**config.mk**
```make
export PLATFORM = sky130hd
export DESIGN_NAME = des_input_collector
export DESIGN_NICKNAME = d
export VERILOG_FILES = /design/src/rtl/des_input_collector.sv
export SDC_FILE = /design/constraint.sdc
export NUM_CORES = 1
export LEC_CHECK = 0
export CAP_MARGIN = 0
export CORE_MARGIN = 3
export CORE_UTILIZATION = 53
export DETAILED_ROUTE_END_ITERATION = 10
export MAX_ROUTING_LAYER = met4
export PLACE_DENSITY_LB_ADDON = 0.05
export SETUP_SLACK_MARGIN = 0.05
export SLEW_MARGIN = 20
export SYNTH_ARGS = -nofsm -noshare
export SYNTH_HDL_FRONTEND = slang
export SYNTH_SLANG_ARGS = --single-unit
```
**constraint.sdc**
```tcl
create_clock -name clk -period 5.3 [get_ports clk]
set_clock_uncertainty 0.1 [all_clocks]
set_input_delay 1.59 -clock clk [delete_from_list [all_inputs] [get_ports clk]]
set_output_delay 1.59 -clock clk [all_outputs]
set_load 0.05 [all_outputs]
```
**src/rtl/des_input_collector.sv**
```systemverilog
// des_input_collector: debounces the entry button, collects 4 key words and 4 text
// words (MSB word first), then issues a one-cycle start to the DES core on confirm.
`default_nettype none

module des_input_collector #(
    parameter int DEBOUNCE_CYCLES = 500000,
    parameter int CNT_W           = 20
) (
    input  logic        clk,
    input  logic        rst,
    input  logic        btn,
    input  logic [15:0] sw,
    input  logic        des_done,
    output logic [3:0]  step,
    output logic [63:0] key,
    output logic [63:0] text,
    output logic [15:0] last_word,
    output logic        des_start,
    output logic        busy
);

    localparam logic [3:0] S_IDLE  = 4'd0;
    localparam logic [3:0] S_KEY0  = 4'd1;
    localparam logic [3:0] S_KEY1  = 4'd2;
    localparam logic [3:0] S_KEY2  = 4'd3;
    localparam logic [3:0] S_KEY3  = 4'd4;
    localparam logic [3:0] S_VAL0  = 4'd5;
    localparam logic [3:0] S_VAL1  = 4'd6;
    localparam logic [3:0] S_VAL2  = 4'd7;
    localparam logic [3:0] S_VAL3  = 4'd8;
    localparam logic [3:0] S_ARMED = 4'd9;
    localparam logic [3:0] S_ENCR  = 4'd10;
    localparam logic [3:0] S_DONE  = 4'd11;

    localparam logic [CNT_W-1:0] CNT_MAX = CNT_W'(DEBOUNCE_CYCLES - 1);

    logic             s1;
    logic             s2;
    logic             stable;
    logic             press;
    logic [CNT_W-1:0] cnt;
    logic [3:0]       state;
    logic [3:0][15:0] key_w;
    logic [3:0][15:0] text_w;
    logic [1:0]       w_pos;

    always_ff @(posedge clk or negedge rst) begin
        if (!rst) begin
            s1     <= 1'b1;
            s2     <= 1'b1;
            stable <= 1'b1;
            cnt    <= '0;
            press  <= 1'b0;
        end else begin
            s1    <= btn;
            s2    <= s1;
            press <= 1'b0;
            if (s2 != stable) begin
                if (cnt == CNT_MAX) begin
                    stable <= s2;
                    cnt    <= '0;
                    // Only the 1->0 acceptance (a press) produces an event.
                    press  <= ~s2;
                end else begin
                    cnt <= cnt + 1'b1;
                end
            end else begin
                cnt <= '0;
            end
        end
    end

    // Word slot within the current group; states 1..4 and 5..8 share low bits,
    // and slot 0 lands in the most significant word.
    assign w_pos = 2'd3 - (state[1:0] - 2'd1);

    always_ff @(posedge clk or negedge rst) begin
        if (!rst) begin
            state     <= S_IDLE;
            key_w     <= '0;
            text_w    <= '0;
            last_word <= '0;
            des_start <= 1'b0;
        end else begin
            des_start <= 1'b0;
            case (state)
                S_IDLE: begin
                    if (press) state <= S_KEY0;
                end
                S_KEY0, S_KEY1, S_KEY2, S_KEY3: begin
                    if (press) begin
                        key_w[w_pos] <= sw;
                        last_word    <= sw;
                        state        <= state + 4'd1;
                    end
                end
                S_VAL0, S_VAL1, S_VAL2, S_VAL3: begin
                    if (press) begin
                        text_w[w_pos] <= sw;
                        last_word     <= sw;
                        state         <= state + 4'd1;
                    end
                end
                S_ARMED: begin
                    if (press) begin
                        state     <= S_ENCR;
                        des_start <= 1'b1;
                    end
                end
                S_ENCR: begin
                    if (des_done) state <= S_DONE;
                end
                S_DONE: begin
                    state <= S_DONE;
                end
                default: begin
                    state <= S_IDLE;
                end
            endcase
        end
    end

    assign step = state;
    assign key  = key_w;
    assign text = text_w;
    assign busy = (state == S_ENCR);

endmodule

`default_nettype wire

```
## After elaboration in Yosys (flattened, before gate mapping)

Index checks and enable logic that the tools add are counted.

| word-level totals | value |
|---|---|
| register bits after elaboration | 173 |
| input port bits | 20 |
| output and inout port bits | 150 |

| operators by class | value |
|---|---|
| $add $sub $neg | 4 |
| $lt $le $gt $ge | 2 |
| equal/unequal tests | 17 |
| multiplexer cells | 15 |
| bitwise logic cells | 1 |
| reductions and logical operators | 10 |

Operator list:

| cell | count |
|---|---|
| bitwise mux 64 bit | 2 |
| two-way mux 20 bit | 2 |
| demux 16 bit (select 2 bit) | 1 |
| adder 20 x 1 -> 20 bit, second input constant | 1 |
| == test 20 x 19 -> 1 bit, second input constant | 1 |
| case mux 4 bit (5 select lines) | 1 |
| == test 4 x 3 -> 1 bit, second input constant | 4 |
| == test 4 bit, second input constant | 4 |
| two-way mux 16 bit | 1 |
| two-way mux 4 bit | 4 |
| == test 4 x 2 -> 1 bit, second input constant | 2 |
| AND reduction 2 bit | 4 |
| OR reduction 4 bit | 2 |
| OR reduction 8 bit | 1 |
| inequality test 2 bit, second input constant | 3 |
| adder 4 x 1 -> 4 bit, second input constant | 1 |
| == test 4 x 1 -> 1 bit, second input constant | 1 |
| logical NOT 4 bit | 1 |
| two-way mux 1 bit | 4 |
| AND reduction 4 bit | 1 |
| less-than comparator 2 x 3 -> 1 bit, second input constant | 1 |
| >= comparator 2 x 1 -> 1 bit, second input constant | 1 |
| inequality test 2 x 1 -> 1 bit, second input constant | 1 |
| subtractor 2 x 1 -> 2 bit, second input constant | 1 |
| 4 further kinds | 4 |

## Logic depth before layout (Yosys ltp)

| depth | value |
|---|---|
| depth in word-level cells | 7 |
| depth in mapped cells | 9 |
| gate-level depth less buffers | 7 |

## Least setup slack after synthesis

No wires, ideal clock.

| timing path | value |
|---|---|
| path type | register to output |
| start point | register state[3], in the netlist step[3] |
| end point | output busy |
| arrival time | 1493 ps |
| data required time | 3610 ps |
| path slack | 2117 ps |
| cell stages (with the launch flop) | 5 |
| path buffers | 1 |
| path through | dfrtp_1 -> buf_2 -> inv_1 -> nor2_1 -> and2_1 |

| on the way | value |
|---|---|
| word-level cells in the longest chain between the ends | 1 |

Ends and longest elaborated chain:

| element | RTL line | text |
|---|---|---|
| from (decl) | 42 | `logic [3:0] state;` |
| from (signal assigned) | 94 | `state <= state + 4'd1;` |
| from (signal assigned) | 101 | `state <= state + 4'd1;` |
| == test 4 bit | 126 | `assign busy = (state == S_ENCR);` |
| to (decl) | 19 | `output logic busy` |

No other way between the ends.

## Final worst setup path

| timing path | value |
|---|---|
| start point | register state[0], in the netlist step[0] |
| end point | output busy |

The elaborated chain is that of the path after synthesis.

==> run summary <==
Fin cells -> 827
MaxCap Viol Count -> 0
Mapped cell area -> 6960 um^2
R2R Path Start -> step[0]
Top-area cell type share of the netlist area -> 0.612
Mapped Nets -> 497
Power density cells -> 346 nW/um^2
CTS Sinks -> 173
Die ar. -> 14500 um^2
GR Util All Layers -> 0.241
Maximum buffer depth of the clock tree -> 2
Unique cell type count in the Yosys netlist -> 41
Initial antenna violation count -> 0
Outcome -> finished, final reports clean
Top FF cell, synth -> dfrtp_1
H-tree levels -> 4
Sequential fraction of the synthesis area -> 0.623
Vias in the first global route -> 4702
Max IR drop VDD -> 248 uV
FF-to-FF setup slack -> 2.22 ns
Lkg Pwr -> 0.00436 uW
Fin. max-slew vios -> 0
CP Class -> reg2out
Wire length per cell -> 19.9 um
Data required, critical path -> 3.61 ns
Worst setup path endpoint -> busy
Die Ht -> 121 um
Area grow syn2layout -> 36.2%
Post-route setup TNS -> 0 ns
Post_cts resized -> 0
Clock latency on the worst-skew pair -> 0.43 ns
Setup crit start kind -> flop
Final #Nets -> 670
Slew margin rel. -> 0.249
Commonest cells post-synth -> dfrtp_1, mux2_2, nor2_1
FFs w/ async S/R, synth -> 1.00
Ys Warns -> 0
EDFF count, synth -> 0
GP Congestion -> 0.891
Grt ovf -> 0
Row Count -> 41
DR DRC count -> 0
Post-DRT Antenna Nets -> 0
# IOs -> 170
CTS tree -> yes
Worst reg2reg path endpoint -> key[1]
Final hold vios -> 0
Layout cell share with drive strength beyond 1 -> 0.293
Fin crit share -> 0.743
CTS buffer count -> 17
Clk root buf -> clkbuf_16
Actual slew at the worst max-slew pin -> 1.13 ns
Placed Instances -> 795
DP Wirelength -> 11.1 mm
Design Area, Final -> 9480 um^2
WL final -> 16.4 mm
#FFs+latches synth -> 173
CP startpoint -> step[0]
Cells after Synth -> 469
Total number of vias -> 4433
Core ar. -> 12700 um^2
Antenna fix cells -> 0
Critical-path maximum fanout -> 8
Top-count cell post-synth -> dfrtp_1
Syn_area_per_cell -> 14.8 um^2
Iter 0 DRT Violations -> 249
Final setup fails -> 0
CP Capture Type -> output pin
RSZ-0062 raised after global routing -> false
Reg2reg path depth -> 6
Fmax -> 254 MHz
Yosys top cell by area -> dfrtp_1
First-pass GRT wire length -> 25.8 mm
Minimum clock period -> 3.94 ns
Cell area after placement -> 8770 um^2
Top post-synthesis cells by area -> dfrtp_1, mux2_2, mux2_4
Drt pass-1 iters -> 4
Largest net degree at the start of global routing -> 100
Post-DR vias/cell -> 5.36
Arr. time, crit path -> 2.25 ns
Hold WC Path Type -> reg2reg
Starting Density -> 0.547
DIE WIDTH -> 121 um
Clock slew at reported path FFs -> 0.07 ns
Port bufs -> 169
Hold Buf Count CTS -> 0
Postcts setup bufs -> 0
## per-stage QoR
stage	util	worst slack (ns)	power [uW]	hold WS [ns]
floorplan	-	2.12	1710	0.245
global placement	0.690	1.86	1830	0.247
CTS	0.744	1.34	3300	0.261
global route	0.745	1.25	3390	0.268
finish	0.745	1.36	3280	0.260
detailed placement	0.690	1.81	1850	0.251
## cells in the final DEF, fill, tap and decap left out, types with 3 or more instances in the layout
master	Yosys	layout
bufinv_16	0	7
clkinv_2	0	3
xnor2_1	8	8
and3_1	4	4
clkdlybuf4s50_1	0	168
nor2_1	28	28
nand2_1	11	11
a21oi_1	5	5
xor2_1	11	11
mux2_4	10	10
dfstp_2	3	3
nor3_1	4	4
ha_1	8	8
nor2_2	7	5
mux2_2	135	135
inv_1	7	7
nand3_1	8	8
dfrtp_1	170	170
o21ai_0	3	3
clkbuf_16	0	17
nand4_1	4	4
## cell families (layout without fill, tap and decap cells)
kind of cell	Yosys count	after routing	synth area share
AND/OR/NAND/NOR	84	84	0.0628
buffers and inverters	23	209	0.0198
adder cells (fa/ha/maj)	8	8	0.0144
XOR/XNOR	19	19	0.0239
multiplexers	146	146	0.242
flip-flops	173	173	0.623
AO/OA/AOI/OAI	16	16	0.0147
## sequential cells by signal, summed over array words and instances, names as in the netlist
name and count:
last_word 16, s1 1, press 1, stable 1
s2 1, key 64, text 64, cnt 20
des_start 1, step 4
## routing by layer
layer | wire length [um] | vias up | GRT usage
li1 | - | 1982 | -
met1 | 6870 | 2288 | 0.304
met2 | 8290 | 143 | 0.390
met3 | 1030 | 20 | 0.0603
met4 | 231 | 0 | 0.0701
met5 | 0 | - | -
## power by group
group          switching [uW]  leakage (uW)  internal (uW)
logic                     295       0.00170            153
registers                38.8       0.00233           1350
clock network             509      0.000333            931
total                     843       0.00436           2430
## critical path, stage by stage (launching register included)
cell,delay [ns]
dfrtp_1,0.47
inv_1,0.17
ha_1,0.24
and2_1,0.15
clkdlybuf4s50_1,0.80
## final cells by class
class | instances | area [um^2]
clock buffers | 17 | 425
clock inverters | 15 | 267
inverters | 7 | 26.3
well taps | 172 | 215
fillers | 885 | 3250
repair buffers | 170 | 1710
multi-input cells | 273 | 2500
flip-flops and latches | 173 | 4330
## how the worst min path moves through the flow
stage,startpoint,cells past startpoint,to,slack (ns)
2_1_floorplan,s1,0,s2,0.25
3_5_place_dp,s1,0,s2,0.25
3_3_place_gp,s1,0,s2,0.25
4_1_cts,s1,0,s2,0.26
6_report,s1,0,s2,0.26
5_1_grt,s1,0,s2,0.27
Note: power is estimated with default switching activity, not from simulation.
